### src/rtl/btn_pkg.sv
// Shared definitions for the push-button conditioning path: FSM state
// encoding and the millisecond-to-clock-cycle conversion.
package btn_pkg;

   typedef logic [2:0] btn_state_t;

   localparam btn_state_t ST_RELEASED   = 3'd0;
   localparam btn_state_t ST_PRESS_DB   = 3'd1;
   localparam btn_state_t ST_PRESSED    = 3'd2;
   localparam btn_state_t ST_LONG_HELD  = 3'd3;
   localparam btn_state_t ST_RELEASE_DB = 3'd4;

   function automatic int ms_to_cycles(input int clk_hz, input int ms);
      return (clk_hz / 1000) * ms;
   endfunction

endpackage

### src/rtl/button_conditioner_sync_2ff.sv
// Generic two-flop synchroniser for asynchronous board inputs; both stages
// reset to RST_VAL so an idle pin reads as idle straight out of reset.
module sync_2ff #(
   parameter logic RST_VAL = 1'b0
) (
   input  logic clk,
   input  logic rst,
   input  logic d,
   output logic q
);

   logic meta_q;
   logic meta_d;
   logic sync_q;
   logic sync_d;

   // Next-state of the two synchroniser stages.
   always_comb begin
      meta_d = d;
      sync_d = meta_q;
   end

   // Synchroniser stage registers.
   always_ff @(posedge clk or posedge rst) begin
      if (rst) begin
         meta_q <= RST_VAL;
         sync_q <= RST_VAL;
      end else begin
         meta_q <= meta_d;
         sync_q <= sync_d;
      end
   end

   assign q = sync_q;

endmodule

### src/rtl/button_conditioner.sv
// Debounces a raw board push-button and derives a clean level, short/long
// press strobes, a blink-enable toggle and a 2-bit mode counter.
module button_conditioner
   import btn_pkg::*;
#(
   parameter int   CLK_HZ        = 20000000,
   parameter int   DEBOUNCE_MS   = 10,
   parameter int   LONG_PRESS_MS = 1000,
   parameter logic ACTIVE_LOW    = 1'b1
) (
   input  logic       clk_20Mhz,
   input  logic       rst,
   input  logic       btn_in,
   output logic       btn_level,
   output logic       press_pulse,
   output logic       long_pulse,
   output logic       toggle_out,
   output logic [1:0] mode
);

   localparam int DB_CYC   = ms_to_cycles(CLK_HZ, DEBOUNCE_MS);
   localparam int LONG_CYC = ms_to_cycles(CLK_HZ, LONG_PRESS_MS);
   localparam int DB_W     = $clog2(DB_CYC);
   localparam int LONG_W   = $clog2(LONG_CYC);
   localparam logic [DB_W-1:0]   DB_LAST   = DB_W'(DB_CYC - 1);
   localparam logic [LONG_W-1:0] LONG_LAST = LONG_W'(LONG_CYC - 1);

   logic pin_sync_s;
   logic s_pr;

   btn_state_t        state_q,       state_d;
   logic [DB_W-1:0]   db_cnt_q,      db_cnt_d;
   logic [LONG_W-1:0] hold_cnt_q,    hold_cnt_d;
   logic              long_flag_q,   long_flag_d;
   logic              btn_level_q,   btn_level_d;
   logic              press_pulse_q, press_pulse_d;
   logic              long_pulse_q,  long_pulse_d;
   logic              toggle_q,      toggle_d;
   logic [1:0]        mode_q,        mode_d;

   sync_2ff #(
      .RST_VAL (ACTIVE_LOW)
   ) u_sync (
      .clk (clk_20Mhz),
      .rst (rst),
      .d   (btn_in),
      .q   (pin_sync_s)
   );

   assign s_pr = pin_sync_s ^ ACTIVE_LOW;

   // Press/release debounce FSM with hold timing and output derivation.
   always_comb begin
      state_d       = state_q;
      db_cnt_d      = db_cnt_q;
      hold_cnt_d    = hold_cnt_q;
      long_flag_d   = long_flag_q;
      btn_level_d   = btn_level_q;
      press_pulse_d = 1'b0;
      long_pulse_d  = 1'b0;
      toggle_d      = toggle_q;
      mode_d        = mode_q;

      case (state_q)
         ST_RELEASED: begin
            if (s_pr) begin
               state_d    = ST_PRESS_DB;
               db_cnt_d   = '0;
               hold_cnt_d = '0;
            end else begin
               state_d = ST_RELEASED;
            end
         end
         ST_PRESS_DB: begin
            if (!s_pr) begin
               state_d  = ST_RELEASED;
               db_cnt_d = '0;
            end else if (db_cnt_q == DB_LAST) begin
               state_d     = ST_PRESSED;
               db_cnt_d    = '0;
               btn_level_d = 1'b1;
            end else begin
               db_cnt_d = db_cnt_q + 1'b1;
            end
         end
         ST_PRESSED: begin
            if (hold_cnt_q != LONG_LAST) begin
               hold_cnt_d = hold_cnt_q + 1'b1;
            end else begin
               hold_cnt_d = hold_cnt_q;
            end
            // The long-press threshold takes priority over a simultaneous release.
            if (hold_cnt_q == LONG_LAST) begin
               state_d      = ST_LONG_HELD;
               db_cnt_d     = '0;
               long_pulse_d = 1'b1;
               mode_d       = mode_q + 2'd1;
               long_flag_d  = 1'b1;
            end else if (!s_pr) begin
               state_d     = ST_RELEASE_DB;
               db_cnt_d    = '0;
               long_flag_d = 1'b0;
            end else begin
               state_d = ST_PRESSED;
            end
         end
         ST_LONG_HELD: begin
            if (!s_pr) begin
               state_d  = ST_RELEASE_DB;
               db_cnt_d = '0;
            end else begin
               state_d = ST_LONG_HELD;
            end
         end
         ST_RELEASE_DB: begin
            // A re-press resumes the interrupted hold rather than restarting it.
            if (s_pr) begin
               state_d  = long_flag_q ? ST_LONG_HELD : ST_PRESSED;
               db_cnt_d = '0;
            end else if (db_cnt_q == DB_LAST) begin
               state_d     = ST_RELEASED;
               db_cnt_d    = '0;
               btn_level_d = 1'b0;
               if (!long_flag_q) begin
                  press_pulse_d = 1'b1;
                  toggle_d      = ~toggle_q;
               end else begin
                  press_pulse_d = 1'b0;
               end
            end else begin
               db_cnt_d = db_cnt_q + 1'b1;
            end
         end
         default: begin
            state_d     = ST_RELEASED;
            db_cnt_d    = '0;
            hold_cnt_d  = '0;
            btn_level_d = 1'b0;
         end
      endcase
   end

   // FSM, counter and output registers.
   always_ff @(posedge clk_20Mhz or posedge rst) begin
      if (rst) begin
         state_q       <= ST_RELEASED;
         db_cnt_q      <= '0;
         hold_cnt_q    <= '0;
         long_flag_q   <= 1'b0;
         btn_level_q   <= 1'b0;
         press_pulse_q <= 1'b0;
         long_pulse_q  <= 1'b0;
         toggle_q      <= 1'b0;
         mode_q        <= 2'd0;
      end else begin
         state_q       <= state_d;
         db_cnt_q      <= db_cnt_d;
         hold_cnt_q    <= hold_cnt_d;
         long_flag_q   <= long_flag_d;
         btn_level_q   <= btn_level_d;
         press_pulse_q <= press_pulse_d;
         long_pulse_q  <= long_pulse_d;
         toggle_q      <= toggle_d;
         mode_q        <= mode_d;
      end
   end

   assign btn_level   = btn_level_q;
   assign press_pulse = press_pulse_q;
   assign long_pulse  = long_pulse_q;
   assign toggle_out  = toggle_q;
   assign mode        = mode_q;

endmodule

### config.mk
export PLATFORM = sky130hd
export DESIGN_NAME = button_conditioner
export DESIGN_NICKNAME = d
export VERILOG_FILES = /design/src/rtl/btn_pkg.sv /design/src/rtl/button_conditioner_sync_2ff.sv /design/src/rtl/button_conditioner.sv
export SDC_FILE = /design/constraint.sdc
export NUM_CORES = 1
export LEC_CHECK = 0
export CORE_MARGIN = 1
export CORE_UTILIZATION = 50
export DETAILED_ROUTE_END_ITERATION = 8
export GPL_ROUTABILITY_DRIVEN = 0
export HOLD_SLACK_MARGIN = 0.1
export PLACE_DENSITY = 0.68
export SYNTH_ARGS = -nofsm -noshare
export SYNTH_HDL_FRONTEND = slang
export SYNTH_SLANG_ARGS = --single-unit
### constraint.sdc
create_clock -name clk_20Mhz -period 2.5 [get_ports clk_20Mhz]
set_clock_uncertainty 0.15 [all_clocks]
set_input_delay 0.75 -clock clk_20Mhz [delete_from_list [all_inputs] [get_ports clk_20Mhz]]
set_output_delay 0.75 -clock clk_20Mhz [all_outputs]
set_load 0.005 [all_outputs]
==> impl_metrics.ini, run 1 <==
[pwr]
ir_drop_uv = 244
clkPwrFrac_pct = 31.1
p_seq_share_pct = 58.4
power_frac_comb_pct = 10.5
p_leak_nw = 1.41
power_density_nw_per_um2 = 447
fin_total_pwr_mw = 1.55
p_int_mw = 1.15
power_switching_share_pct = 25.9
switchingPower_mw = 0.403

[layout]
multi_input_area_um2 = 1660
layout_common_cells = 53 x dfrtp_1, 36 x nand2_1, 23 x nor2_1, 22 x nand3_1, 18 x buf_4
utilization_pct = 57.7
seq_area_um2 = 1380
fin_cells = 437
drive_above_1_share_pct = 11.3
final_common_cell = dfrtp_1
antennaDiodeCount = 0
syn_to_final_growth_pct = 9.29
nNetsFinal = 366
fillers = 534

[clock_tree]
cts_root_buf = clkbuf_8
ctsHtreeMaxLevel = 2
insertion_delay_ns = 0.31
cts.sinks = 55
clk_pin_slew_ns = 0.10
hold_buffers = 0
numCtsBuffers = 5
clockBufferDepth = 2
cts_tree = yes
post_cts_resized = 0
post_cts_buffers = 0

[grt]
grt_pass1_vias = 2312
grt_overflow_total = 0
grt_pass1_wl_mm = 11.6
grt_usage_pct = 22.7
antenna_found_initial = 0
grt_max_degree = 56

[routing]
dr.first_iter.drc_count = 117
drc = 0
ant_nets = 0
vias = 2695
vias_per_cell = 6.17
routed_wl_mm = 6.75
firstDrtPassIters = 4
routedWlPerCell_um = 15.4

[worst_setup_path]
critPathRequiredTime_ns = 2.56
worstSetupPathType = register to register
start_kind = register
crit_path_end_kind = register
cp-startpoint = db_cnt_q[15]
cp_max_fo = 16
cpMaxStageDelayCell = or4bb_4
worstPathArrival_ns = 2.47
cp_cell_sequence = or4bb_4 -> nor4b_4 -> a21oi_2 -> and3_1 -> a221o_1
rr_startpoint = db_cnt_q[15]
crit_path_max_incr_delay_ns = 0.56

[synth]
synth_cell_type_count = 59
synth_warnings = 0
ys_seq_area_share_pct = 43.4
synth_edf_count = 0
async_flop_share_pct = 100
avgSynthCellArea_um2 = 9.06
syn-num-nets = 356
synth_top_area_share_pct = 41.7
synth-seq-cells = 55
synth_area_um2 = 3180
synth_area_leaders = dfrtp_1 42%, nand2_1 4.3%, xnor2_1 3.9%
synth_area_leader_cell = dfrtp_1
synth_cells = 351
ys.flop_type = dfrtp_1

[die]
dieArea_um2 = 6680
die_width_um = 81.7
die_h_um = 81.7
io_pins = 9
core.rowCount = 28
core-area_um2 = 6030
start_util_pct = 52.8

[run]
cap_violations = 0

[min_path]
min_path_type = register to register
hold_path.startpoint = u_sync.meta_q

[run_status]
outcome = complete, no violations

[place]
hpwl_mm = 4.70
placed_cells = 429
pre_cts_slack_ns = 0.105
port_buffers = 8

[timing]
timing.final.crit_share_pct = 96.5
hold_viol_final = 0
setup_ws_ns = 0.0869
slew_violations = 0
fmax_mhz = 414
maxSlewHeadroom_pct = 52.1
grt_setup_unrepaired = no
worst_slew_pin_slew_ns = 0.718
setup_viol = 0
fin_setup_tns_ns = 0
min_period_ns = 2.41
cell type report:
type	instances	area share (%)
Tap cell	75	2.70
Clock inverter	1	0.144
Inverter	8	0.864
Timing Repair Buffer	27	6.77
Multi-Input combinational cell	264	47.6
Sequential cell	55	39.7
Clock buffer	7	2.20
synth_stat cells (all sizes together), types with 3 or more instances:
master,n
or2,3
nand2,36
o21ai,16
and3,6
nor4,11
a21oi,14
xnor2,14
dfrtp,53
nor2,24
buf,10
a21o,5
nand2b,4
a221o,3
nand4,17
o31ai,6
or3,3
nor4bb,3
and4,5
inv,8
nand3,22
o211ai,8
clkbuf,14
xor2,4
nor3,16
nor4b,4
or4,10
logic make-up (layout without fill, tap and decap cells):
group | Yosys count | count (layout) | synth area share, %
AO/OA/AOI/OAI | 65 | 65 | 13.8
flip-flops | 55 | 55 | 43.4
adder cells (fa/ha/maj) | 2 | 2 | 0.787
buffers and inverters | 32 | 43 | 4.57
AND/OR/NAND/NOR | 178 | 178 | 32.2
XOR/XNOR | 18 | 18 | 4.96
multiplexers | 1 | 1 | 0.315
sequential cells by signal (all words and copies together) (netlist names):
| register | cells |
|---|---|
| u_sync.meta_q | 1 |
| db_cnt_q | 18 |
| btn_level | 1 |
| mode | 2 |
| hold_cnt_q | 25 |
| toggle_out | 1 |
| state_q | 3 |
| long_pulse | 1 |
| u_sync.q | 1 |
| long_flag_q | 1 |
| press_pulse | 1 |
layer usage:
| metal | vias to the layer above | track usage, % | share of wire (%) |
|---|---|---|---|
| li1 | 1320 | - | - |
| met1 | 1312 | 35.4 | 52 |
| met2 | 53 | 31.1 | 43 |
| met3 | 10 | 4.22 | 3.3 |
| met4 | 0 | 7.19 | 1.6 |
| met5 | - | 0 | 0 |
critical path, delay by kind of cell, from the launching register on:
family          cells  cell delay (ns)
compound gates      2             0.51
simple gates        3             1.19
flops               1             0.46
metrics by stage:
stage	instance area (um^2)	hold slack, ns
after floorplan	3180	0.195
after global placement	3390	0.196
after detailed placement	3390	0.197
after CTS	3470	0.211
after global routing	3470	0.220
final	3470	0.210
final timing paths:
check,endpoint,slack [ns],cells past startpoint
max in group asynchronous,u_sync.meta_q,1.27,3
min,u_sync.q,0.21,0
min reg2reg,u_sync.q,0.21,0
max,db_cnt_q[17],0.09,5
max reg2reg,db_cnt_q[17],0.09,5
min in group asynchronous,hold_cnt_q[22],0.65,3
power by group through the flow:
| stage | Clock [mW] | Combinational [mW] | Sequential, mW |
|---|---|---|---|
| 6_report | 0.483 | 0.163 | 0.908 |
| 5_1_grt | 0.537 | 0.183 | 0.910 |
| 4_1_cts | 0.504 | 0.165 | 0.908 |
| 3_5_place_dp | 0 | 0.165 | 0.925 |
| 3_3_place_gp | 0 | 0.163 | 0.925 |
| 2_1_floorplan | 0 | 0.113 | 0.922 |
No activity file was read; power rests on OpenSTA's default activity.
==> run 2, diff against run 1 <==
- PLACE_DENSITY: 0.68 -> 0.7
- clock period: 2.5 -> 2.1 ns (I/O delays scaled with it)
==> impl_metrics.ini, run 2 (same netlist as run 1, synthesis figures left out) <==
[pwr]
power_switching_share_pct = 26.4
power_density_nw_per_um2 = 456
p_seq_share_pct = 55.6
fin_total_pwr_mw = 1.94
p_int_mw = 1.43
ir_drop_uv = 465
p_leak_nw = 1.84
clkPwrFrac_pct = 29.6
switchingPower_mw = 0.512
power_frac_comb_pct = 14.7

[layout]
utilization_pct = 70.5
top_regs = hold_cnt_q (25), db_cnt_q (18), state_q (3)
final_common_cell = buf_4
syn_to_final_growth_pct = 33.6
nNetsFinal = 434
antennaDiodeCount = 0
largest_reg_flops = 25
fin_area_um2 = 4250
drive_above_1_share_pct = 31.9
largest-register = hold_cnt_q
multi_input_area_um2 = 1880
fin_cells = 505
seq_area_um2 = 1380
fillers = 462
layout_common_cells = 77 x buf_4, 53 x dfrtp_1, 36 x nand2_1, 22 x nor2_1, 20 x nand3_1

[timing]
fmax_mhz = 453
worst_slew_pin_slew_ns = 0.502
hold_viol_final = 0
setup_viol = 11
min_period_ns = 2.21
timing.final.crit_share_pct = 105
grt_setup_unrepaired = yes
fin_setup_tns_ns = -0.588
slew_violations = 0
maxSlewHeadroom_pct = 66.2
holdWs_ns = 0.210
setup_ws_ns = -0.107

[routing]
drc = 0
dr_wl_met2_mm = 4.13
routedWlPerCell_um = 17.1
vias = 3136
wl_met3_um = 413
ant_nets = 0
dr.first_iter.drc_count = 284
vias_per_cell = 6.21
firstDrtPassIters = 5
wl_met1_mm = 3.89
highest_layer = met4
routed_wl_mm = 8.63

[grt]
grt_pass1_vias = 2925
grt_overflow_total = 0
grt_max_degree = 24
antenna_found_initial = 0
grt_pass1_wl_mm = 13.7
grt_usage_pct = 26.8

[die]
die_h_um = 81.7
dieArea_um2 = 6680
die_width_um = 81.7
core-area_um2 = 6030
core.rowCount = 28
io_pins = 9
start_util_pct = 52.8

[place]
port_buffers = 8
placed_cells = 479
hpwl_mm = 5.77
placed_area_um2 = 3800
pre_cts_slack_ns = -0.118

[worst_setup_path]
crit_path_end_kind = register
cp_max_fo = 6
worstPathArrival_ns = 2.25
cpMaxStageDelayCell = or4b_4
cp_cell_sequence = or4b_4 -> nor4b_4 -> buf_4 -> a21oi_4 -> and3_4 -> a221o_1
worstSetupPathType = register to register
start_kind = register
crit_path_max_incr_delay_ns = 0.56
critPathRequiredTime_ns = 2.15

[clock_tree]
cts_root_buf = clkbuf_8
numCtsBuffers = 5
clockBufferDepth = 2
ctsHtreeMaxLevel = 2
cts.sinks = 55
hold_buffers = 0
clk_pin_slew_ns = 0.09
insertion_delay_ns = 0.30
cts_tree = yes

[run_status]
outcome = complete, but fails checks
violations = setup timing

[min_path]
min_path_type = register to register

[run]
cap_violations = 0
-- run 2: changes by cell type in the layout (fill, tap and decap cells not counted), moves of 4 or more --
cell     before  now
buf_4        18   77
buf_6         0    4
nor4_1       10    5
o21ai_1       1    8
o21ai_0      15    5
-- run 2: critical path: cells and delay by family, from the launching register on --
family	cells	cell delay, ns
AOI/OAI and AO/OA	2	0.35
buffers and inverters	1	0.19
DFF	1	0.40
and+or+nand+nor	3	1.01
-- run 2: layout make-up --
type	instances	share of cell area (%)
sequential	55	32.5
clock buffer	8	1.89
inverter	8	0.795
multi-input combinational	266	44.2
timing repair buffer	93	18.4
tap	75	2.21
-- run 2: routing by layer --
layer  track usage, %  vias to the layer above
met4             11.8                        0
li1                 -                     1464
met5                0                        -
met1             35.4                     1519
met3             4.89                       25
met2             42.6                      128
-- run 2: power groups by stage --
stage / clock network, mW / registers, mW / logic (mW)
floorplan: 0 / 1.10 / 0.138
global placement: 0 / 1.10 / 0.238
detailed placement: 0 / 1.10 / 0.245
CTS: 0.582 / 1.08 / 0.256
global route: 0.624 / 1.08 / 0.307
finish: 0.574 / 1.08 / 0.286
-- run 2: final timing paths --
check | from | end | slack [ns] | cells past startpoint
setup / recovery | db_cnt_q[12] | db_cnt_q[17] | -0.11 | 6
hold / removal | u_sync.meta_q | u_sync.q | 0.21 | 0
setup reg to reg | db_cnt_q[12] | db_cnt_q[17] | -0.11 | 6
hold reg to reg | u_sync.meta_q | u_sync.q | 0.21 | 0
max in group asynchronous | rst | hold_cnt_q[8] | 0.86 | 3
min in group asynchronous | rst | hold_cnt_q[16] | 0.49 | 2
-- run 2: repair_timing --
action / 4_1_cts / 5_1_grt
endpoints found under the setup margin: 25 / 40
buffers inserted: 9 / 9
gates resized for setup: 17 / 39
cloned: 2 / 1
pin swaps: 16 / 15
